$ cat src/rtl/mem_arb_pkg.sv
// mem_arb_pkg: shared state encoding, master indices and widths
// for the two-master memory arbiter.
package mem_arb_pkg;

  typedef enum logic [1:0] {
    IDLE   = 2'd0,
    ACCESS = 2'd1,
    DONE   = 2'd2
  } state_t;

  localparam logic M0 = 1'b0;
  localparam logic M1 = 1'b1;

  localparam int AW = 30;
  localparam int DW = 32;
  localparam int BW = 4;

  function automatic logic [1:0] onehot(input logic idx);
    return idx ? 2'b10 : 2'b01;
  endfunction

endpackage

$ cat src/rtl/arb_pick.sv
// arb_pick: combinational winner select for two requesters,
// round-robin on last grant or fixed master-0 priority.
module arb_pick
  import mem_arb_pkg::*;
(
  input  logic [1:0] req,
  input  logic       last,
  input  logic       fixed_prio,
  output logic [1:0] win
);

  always_comb begin
    win = 2'b00;
    unique case (1'b1)
      (req == 2'b01): win = onehot(M0);
      (req == 2'b10): win = onehot(M1);
      (req == 2'b11): begin
        // contention: the master not served last goes next
        win = fixed_prio ? onehot(M0)
                         : onehot(~last);
      end
      default: win = 2'b00;
    endcase
  end

endmodule

$ cat src/rtl/mem_arbiter.sv
// mem_arbiter: two masters share one single-port memory through
// a three-state IDLE/ACCESS/DONE transaction FSM.
module mem_arbiter
  import mem_arb_pkg::*;
#(
  parameter int FIXED_PRIO = 0
) (
  input  logic          clk,
  input  logic          reset,
  input  logic          m0_req,
  input  logic [AW-1:0] m0_addr,
  input  logic [DW-1:0] m0_wdata,
  input  logic [BW-1:0] m0_we,
  output logic          m0_ready,
  output logic [DW-1:0] m0_rdata,
  input  logic          m1_req,
  input  logic [AW-1:0] m1_addr,
  input  logic [DW-1:0] m1_wdata,
  input  logic [BW-1:0] m1_we,
  output logic          m1_ready,
  output logic [DW-1:0] m1_rdata,
  input  logic [DW-1:0] rdata,
  output logic [DW-1:0] wdata,
  output logic [AW-1:0] addr,
  output logic          re,
  output logic [BW-1:0] we,
  output logic [1:0]    grant
);

  state_t        state;
  state_t        state_n;
  logic [1:0]    own;
  logic          last;
  logic [AW-1:0] addr_q;
  logic [DW-1:0] wdata_q;
  logic [BW-1:0] we_q;
  logic [1:0]    win;
  logic          load;

  arb_pick u_pick (
    .req        ({m1_req, m0_req}),
    .last       (last),
    .fixed_prio (FIXED_PRIO != 0),
    .win        (win)
  );

  always_comb begin
    state_n  = state;
    load     = 1'b0;
    re       = 1'b0;
    we       = '0;
    m0_ready = 1'b0;
    m1_ready = 1'b0;
    m0_rdata = '0;
    m1_rdata = '0;
    unique case (state)
      IDLE: begin
        if (|win) begin
          load    = 1'b1;
          state_n = ACCESS;
        end
      end
      ACCESS: begin
        re      = (we_q == '0);
        we      = we_q;
        state_n = DONE;
      end
      DONE: begin
        // memory data is passed straight through to the owner
        m0_ready = own[M0];
        m1_ready = own[M1];
        m0_rdata = own[M0] ? rdata : '0;
        m1_rdata = own[M1] ? rdata : '0;
        state_n  = IDLE;
      end
      default: state_n = IDLE;
    endcase
  end

  always_ff @(posedge clk) begin
    if (!reset) begin
      state   <= IDLE;
      own     <= '0;
      last    <= M1;
      addr_q  <= '0;
      wdata_q <= '0;
      we_q    <= '0;
    end else begin
      state <= state_n;
      if (load) begin
        own     <= win;
        last    <= win[1];
        addr_q  <= win[1] ? m1_addr : m0_addr;
        wdata_q <= win[1] ? m1_wdata : m0_wdata;
        we_q    <= win[1] ? m1_we : m0_we;
      end else if (state == DONE) begin
        own <= '0;
      end
    end
  end

  assign addr  = addr_q;
  assign wdata = wdata_q;
  assign grant = own;

endmodule

$ cat config.mk
export PLATFORM = sky130hd
export DESIGN_NAME = mem_arbiter
export DESIGN_NICKNAME = d
export VERILOG_FILES = /design/src/rtl/mem_arb_pkg.sv /design/src/rtl/arb_pick.sv /design/src/rtl/mem_arbiter.sv
export SDC_FILE = /design/constraint.sdc
export NUM_CORES = 1
export LEC_CHECK = 0
export ABC_AREA = 0
export BUFFER_PORTS_ARGS = -buffer_cell sky130_fd_sc_hd__buf_2
export CAP_MARGIN = 5
export CORE_AREA = 2 2 117 119
export CTS_CLUSTER_SIZE = 12
export DETAILED_ROUTE_END_ITERATION = 7
export DIE_AREA = 0 0 119 121
export PLACE_DENSITY = 0.64
export SLEW_MARGIN = 20
export SYNTH_ARGS = -nofsm -noshare
export SYNTH_HDL_FRONTEND = slang
export SYNTH_HIERARCHICAL = 1
export SYNTH_SLANG_ARGS = --single-unit
$ cat constraint.sdc
create_clock -name clk -period 1.55 [get_ports clk]
set_input_delay 0.2325 -clock clk [delete_from_list [all_inputs] [get_ports clk]]
set_output_delay 0.2325 -clock clk [all_outputs]
set_load 0.01 [all_outputs]
**Yosys cells after proc, flatten, opt, wreduce, memory -nomap -nowiden**

Cells that the tools add are included.

- $add $sub $neg: 0
- $lt $le $gt $ge: 0
- Reductions and logical operators: 4
- Muxes and demuxes: 19
- Shifts and indexed selects: 0
- Divide/modulo/power cells: 0
- Equality and inequality tests: 6
- Multiply operators: 0
- Bitwise gates (word level): 0

Operators by type and width:

| cell | number |
|---|---|
| 32-bit 2-to-1 mux | 5 |
| 30-bit 2-to-1 mux | 1 |
| 2-bit 2-to-1 mux | 4 |
| 4-bit 2-to-1 mux | 2 |
| 2-bit equality test (second input constant) | 3 |
| 2-bit case mux with 3 select lines | 1 |
| 1-bit 2-to-1 mux | 5 |
| 2-bit by 1-bit equality test with 1-bit output (second input constant) | 2 |
| 4-bit zero test | 1 |
| 2-bit case mux with 2 select lines | 1 |
| 2-bit zero test | 1 |
| 2-bit != test (second input constant) | 1 |
| 2-bit nonzero test | 1 |
| 2-bit OR reduction | 1 |

- Memory bits (read-only): 0
- Flip-flop bits (word level): 71
- Bits in latches: 0
- Bits of input ports: 168
- Memories: 0
- Memory bits (writable): 0
- Output and inout bits: 135
- Word-level logic and storage cells: 35

**Logic depth before layout (Yosys ltp)**

Gate-level depths: netlist of run 1.

- Word-level depth: 6
- Mapped depth: 9
- Gate-level depth less buffers: 5

**Modules after synthesis**

The synthesis of run 1 kept the hierarchy.

Modules (own cells, without submodules):

| module | area an instance (sq um) | cells an instance | seq. area each (sq um) | times used |
|---|---|---|---|---|
| mem_arbiter | 3860.0 | 404 | 1421.4 | 1 |
| arb_pick | 22.5 | 4 | 0.0 | 1 |

**Worst setup path after synthesis of run 1**

No wires, ideal clock.

- Kind: reg2reg
- Start: register last
- End: register addr_q[0], in the netlist addr[0]
- Cell stages (with the launch flop): 10
- Setup time: 116 ps
- Data required time: 1434 ps
- Clock period less this slack: 1689 ps
- Arrival: 1573 ps
- Buffers on the path: 4
- Slack: -139 ps
- Cells stage by stage: dfxtp_1 -> o21ai_1 -> and2_1 -> buf_2 -> or2_1 -> clkbuf_1 -> and2_4 -> buf_6 -> buf_6 -> o211a_1

- Longest elaborated chain between the ends: 5
- Elaborated cells between the ends (all ways): 6
- Those cells by class: mux: 5; reduce/logical: 1

RTL lines:

| element | line | text |
|---|---|---|
| start, declared | mem_arbiter.sv:33 | `logic last;` |
| start signal, assigned | mem_arbiter.sv:92 | `last <= win[1];` |
| 2-bit 2-to-1 mux (*) | mem_arb_pkg.sv:19 | `return idx ? 2'b10 : 2'b01;` |
| 2-bit case mux with 3 select lines (*) | arb_pick.sv:14 | `unique case (1'b1)` |
| named net win[1] | mem_arbiter.sv:37 | `logic [1:0] win;` |
| 2-bit OR reduction | mem_arbiter.sv:58 | `if (\|win) begin` |
| 1-bit 2-to-1 mux | mem_arbiter.sv:58 |  |
| 1-bit 2-to-1 mux | mem_arbiter.sv:56 | `unique case (state)` |
| end signal, assigned | mem_arbiter.sv:93 | `addr_q <= win[1] ? m1_addr : m0_addr;` |
| end, declared | mem_arbiter.sv:34 | `logic [AW-1:0] addr_q;` |

The timed path passes the listed nets; every way through them passes the cells marked *.
A chain may end at the register's enable or synchronous reset.

**Final worst setup path of run 1**

- Start: register state[0]
- End: output m0_rdata[22]

- Longest elaborated chain between the ends: 2

RTL lines:

| element | line | text |
|---|---|---|
| start, declared | mem_arbiter.sv:30 | `state_t state;` |
| start signal, assigned | mem_arbiter.sv:89 | `state <= state_n;` |
| 2-bit equality test | mem_arbiter.sv:56 |  |
| 32-bit 2-to-1 mux | mem_arbiter.sv:56 |  |
| end, declared | mem_arbiter.sv:15 | `output logic [DW-1:0] m0_rdata,` |

Every way passes these cells.

==> key figures, run 1 <==
STA
  • Setup_tns: -1.96 ns
  • Fin. max-slew vios: 0
  • Fmax: 0.620 GHz
  • Final Setup Violations: 64
  • Final Hold Viols: 0
  • Tcrit/Tclk final: 104%
  • Worst setup margin: -0.0629 ns
  • Tmin final: between 1.5 and 2 ns
  • Layout Skew: 0.00705 ns
  • RSZ-0062 raised after global routing: yes

Power and ir drop
  • VDD IR-drop max: 0.000475 V
  • Final Total Pwr: 5.63 mW
  • Power Density: 908 nW/µm²
  • Static Leak: 3.73 nW

CTS
  • Root buf cell: clkbuf_16
  • CTS clock-pin slew for the worst setup and hold paths: 0.06 ns
  • Max Buffers Root-to-Sink: 2
  • CTS Hold Bufs: 0
  • H-tree depth: 3
  • Total clock buffers created by CTS: 9
  • CTS tree: built
  • Sink Count: 71
  • Clk_lat worst skew: 0.32 ns

Yosys
  • Leading area contributor after synthesis: dfxtp_1
  • Post-Synthesis Cell Area: 3880 µm²
  • Share of synthesized flip-flops with an asynchronous set or reset: 0%
  • Post-Syn Instances: 408
  • YS warnings: 6
  • Netlist cell types: 26
  • Main synth FF type: dfxtp_1
  • Synth top area share: 36.6%
  • #FFs+latches synth: 71
  • Post-synth EDFFs: 0
  • Syn avg cell area: 9.52 µm²
  • Synth top area cells: dfxtp_1 37%, mux2i_1 17%, o211a_1 17%
  • Sequential share of the synthesized area: between 30% and 40%

Worst setup path
  • Kind of start point of the critical path: flop
  • WS Path Type: flop to output pin
  • Worst path required time: 1.32 ns
  • CP arrival: 1.38 ns
  • Worst Path Max Fanout: 33
  • Critical path capture point type: output pin

Die
  • Die Width: 119 µm
  • Core area: 13100 µm²
  • Rows: 42
  • Die Height: ~120 µm
  • Ports: 303
  • Initial Utilization: a little under 30%
  • Die area: 14400 µm²

Detailed routing
  • Vias: 4399
  • Drt pass-1 iters: 4
  • Via density: roughly 5
  • Total Wirelength: about 15000 µm
  • 1st-iter DRT viols: 111
  • Drc violations: 0
  • Post-route ant nets: 0
  • Avg WL per Cell: 16.8 µm

Global route
  • GRT Total Usage: 19.5%
  • Vias in the first global route: between 4k and 5k
  • Grt total ovfl: 0
  • Antenna violations before repair: 1
  • Largest net degree at the start of global routing: 72
  • Global-route wire length before repair: 22100 µm

Outcome
  • Violations in the final reports: setup timing
  • Status: finished with violations

Layout
  • Area growth syn-to-layout: 59.9%
  • Post-layout nets: 874
  • Layout cells sized above 1: 51.8%

Place
  • Gpl congestion: slightly above 0.9
  • Placement Setup Slack: -0.205 ns
  • DP HPWL: 9960 µm
  • Port bufs: 302

Hold path
  • Hold/Removal Path Class: input port to flop

Flow run
  • Maxcap violations: 0
==> path summary, 6_finish.rpt <==
path                      from      endpoint  slack, ns  cells after the start
setup reg to reg          last      addr[28]       0.03                      7
hold reg to reg        addr[0]       addr[0]       0.49                      1
setup / recovery      state[0]  m0_rdata[22]      -0.06                      4
hold / removal    m0_wdata[23]     wdata[23]       0.27                      4
==> cell usage after synthesis (2+ instances only) <==
master	instances
a21boi_1	3
and2_1	70
and3b_1	2
buf_1	5
buf_2	12
buf_6	5
clkbuf_1	21
dfxtp_1	71
mux2i_1	66
nand2_1	3
nand2b_1	2
nand3_1	67
nor2_1	3
o211a_1	66
==> sequential cells by signal (all words and copies together) (netlist names) <==
| register | flops |
|---|---|
| we_q | 4 |
| last | 1 |
| state | 2 |
| wdata | 32 |
| addr | 30 |
| grant | 2 |
==> cells by family after synthesis <==
family	count (synthesis)	share of synthesized area, %
AOI/OAI and AO/OA	73	18.3
buffers and inverters	44	5.70
DFF	71	36.6
muxes	66	17.0
other	1	0.0966
and+or+nand+nor	153	22.3
==> stage by stage <==
| stage | util (%) | cell area [µm²] | hold slack [ns] | instances |
|---|---|---|---|---|
| after floorplan | - | 3890 | 0.486 | 409 |
| after global placement | 42.7 | 5590 | 0.462 | 859 |
| after detailed placement | 42.7 | 5590 | 0.475 | 859 |
| after CTS | 46.3 | 6050 | 0.259 | 883 |
| after global routing | 47.4 | 6210 | 0.277 | 888 |
| final | 47.4 | 6210 | 0.273 | 888 |
==> layer usage <==
layer | GRT usage, % | vias up | part of all wire [%]
met5 | 0 | - | 0
met4 | 5.73 | 0 | 2.1
met3 | 3.81 | 23 | 6.5
met2 | 37.4 | 232 | 53
met1 | 21.7 | 2076 | 39
li1 | - | 2068 | -
==> cells in the final DEF (no fill, tap or decap), drive strengths merged <==
cell type,n
mux2i,66
o21ai,2
and3b,2
nor2,4
clkinvlp,3
clkbuf,13
conb,2
o211a,66
nand3,67
a21o,1
and2,75
clkinv,3
nor2b,1
and3,1
nand2,3
nand2b,2
a21boi,3
or2,1
diode,1
a21bo,1
dfxtp,71
nor3,1
buf,323
==> layout make-up <==
type | instances | area, µm²
Timing Repair Buffer | 326 | 1930
Clock buffer | 10 | 229
Antenna cell | 1 | 2.50
Sequential cell | 71 | 1430
Multi-Input combinational cell | 298 | 2350
Fill cell | 1246 | 6880
Tap cell | 176 | 220
Clock inverter | 6 | 37.5
==> critical path, stage by stage (launching register included) <==
cell	delay, ns
dfxtp_4	0.35
and3b_1	0.25
buf_12	0.17
and2_1	0.15
buf_2	0.14
==> what timing repair did <==
| action | CTS | global route |
|---|---|---|
| endpoints found under the hold margin | 0 | 0 |
| gates cloned | 7 | 3 |
| resized for setup | 28 | 18 |
| pin swaps | 3 | 2 |
| setup buffers | 1 | 1 |
| endpoints found under the setup margin | 138 | 128 |
==> where the power goes <==
part           switching [mW]  total [mW]  internal (mW)
combinational           0.808        1.59          0.783
sequential              0.125        2.17           2.05
clock                   0.793        1.87           1.07
total                    1.73        5.63           3.91
Power figures use the tool's default switching activity.
==> run 2, diff against run 1 <==
--- a/config.mk
+++ b/config.mk
@@ -12,7 +12,8 @@
 export CTS_CLUSTER_SIZE = 12
 export DETAILED_ROUTE_END_ITERATION = 7
 export DIE_AREA = 0 0 119 121
-export PLACE_DENSITY = 0.64
+export PLACE_DENSITY = 0.62
+export SKIP_LAST_GASP = 1
 export SLEW_MARGIN = 20
 export SYNTH_ARGS = -nofsm -noshare
 export SYNTH_HDL_FRONTEND = slang
==> constraint.sdc (replaced) <==
create_clock -name clk -period 1.98 [get_ports clk]
set_input_delay 0.297 -clock clk [delete_from_list [all_inputs] [get_ports clk]]
set_output_delay 0.297 -clock clk [all_outputs]
set_load 0.01 [all_outputs]
==> run 2 against run 1 <==
The run now ends clean. Via count shrank 5.0%. Flip-flop and latch count stayed put. Total power fell by 22%. Non-clock buffer count shrank 14. Hold slack improved by 0.069 ns. Register-to-register slack better by 0.23 ns. Clock skew increased by 0.00073 ns. Cell count decreased by 1.8%. Combinational power is 33% lower. Critical path depth did not move. Clock-buffer cell count is the same.
==> key figures, run 2 (synthesis results as in run 1) <==
STA
  • Rel. slew slack: 50.9%
  • Final Setup Violations: 0
  • Slew at the pin closest to its max-slew limit: 0.736 ns
  • Tcrit/Tclk final: between 90% and 100%
  • Fmax: around 0.54 GHz
  • Tmin final: 1.85 ns
  • Setup_tns: 0 ns
  • Worst setup margin: 0.131 ns
  • Layout Skew: 0.00777 ns
  • Fin. max-slew vios: 0
  • Final Hold Viols: 0
  • RSZ-0062 raised after global routing: no

Global route
  • Largest net degree at the start of global routing: 72
  • GRT Total Usage: between 10% and 20%
  • Grt total ovfl: 0
  • Antenna violations before repair: 3
  • Vias in the first global route: 3951
  • Global-route wire length before repair: 19400 µm

Flow run
  • Maxcap violations: 0

Power and ir drop
  • P_sw: 1.28 mW
  • VDD IR-drop max: 0.000348 V
  • Part of the power in registers: 39.0%
  • Gate power share: between 20% and 30%
  • Internal power: 3.10 mW
  • Sw Share: between 20% and 30%
  • Static Leak: 3.57 nW
  • Power Density: 751 nW/µm²
  • Clock share of power: a little under two fifths

Layout
  • Post-layout nets: approximately 860
  • Layout cells sized above 1: 47.9%
  • Commonest cells after routing, fill and taps aside: 302 x buf_2, 71 x dfxtp_1, 69 x and2_1, 67 x nand3_1
  • Area growth syn-to-layout: 50.0%
  • Leading cell type in the layout, fill and taps excluded: buf_2
  • Max reg flops: 32

Worst setup path
  • CP arrival: 1.55 ns
  • Worst Path Max Fanout: 33
  • Worst path required time: 1.68 ns
  • WS Path Type: flop to output pin
  • Kind of start point of the critical path: flop
  • Critical path capture point type: output pin

CTS
  • H-tree depth: 3
  • Post-CTS Setup Repair Bufs: 0
  • Sink Count: 71
  • Total clock buffers created by CTS: 9
  • Clk_lat worst skew: 0.32 ns
  • CTS resizes: 0
  • CTS Hold Bufs: 0
  • CTS tree: built
  • Root buf cell: clkbuf_16
  • Max Buffers Root-to-Sink: 2
  • CTS clock-pin slew for the worst setup and hold paths: ~0.06 ns

Die
  • Die Width: 119 µm
  • Ports: approximately 300
  • Rows: 42
  • Core area: 13100 µm²
  • Die area: 14400 µm²
  • Die Height: 121 µm
  • Initial Utilization: 29.7%

Detailed routing
  • Drt pass-1 iters: 6
  • Total Wirelength: 12800 µm
  • Avg WL per Cell: 14.7 µm
  • Via density: between 4 and 5
  • Vias: 4180
  • Drc violations: 0
  • 1st-iter DRT viols: 125
  • Post-route ant nets: 0

Outcome
  • Status: finished, final reports clean

Place
  • Port bufs: 302
  • Placement Setup Slack: 0.204 ns
  • DP HPWL: 9620 µm
  • Gpl congestion: 0.851

Hold path
  • Hold/Removal Path Class: input port to flop
-- run 2: final cells by class --
cell class                      instances  area (µm²)
Timing Repair Buffer                  312        1620
Clock buffer                           10         229
Fill cell                            1288        7260
Antenna cell                            3        7.51
Multi-Input combinational cell        294        2250
Tap cell                              176         220
Clock inverter                          6        70.1
Sequential cell                        71        1420
-- run 2: power groups by stage --
stage / sequential (mW) / combinational (mW) / clock (mW)
floorplan: 1.80 / 0.551 / 0
global placement: 1.73 / 1.05 / 0
detailed placement: 1.73 / 1.08 / 0
CTS: 1.70 / 1.08 / 1.68
global route: 1.72 / 1.16 / 1.75
finish: 1.70 / 1.06 / 1.61
-- run 2: metrics by stage --
step	std cells	hold WS, ns	total power [mW]	instance area, µm²	util [%]
after floorplan	409	0.486	2.35	3890	-
after detailed placement	853	0.481	2.81	5520	42.2
after global placement	853	0.468	2.78	5520	42.2
after CTS	869	0.325	4.46	5820	44.4
final	872	0.342	4.38	5830	44.5
after global routing	870	0.341	4.63	5820	44.5
-- run 2: metal layers --
layer  global-route usage (%)  part of all wire (%)
met1                     18.4                    39
met2                     31.2                    51
met3                     4.98                   7.9
met4                     4.84                   1.5
met5                        0                     0
-- run 2: critical path, stage by stage, from the launching register on --
cell and delay [ns]:
dfxtp_1 0.47, and3b_1 0.20, buf_4 0.26, and2_1 0.18
buf_2 0.13
-- run 2: final timing paths --
check	from	end	slack, ns	cells past startpoint
max	state[1]	m0_rdata[26]	0.13	4
min	m0_wdata[13]	wdata[13]	0.34	4
max reg2reg	last	wdata[3]	0.26	5
min reg2reg	grant[0]	grant[0]	0.48	2
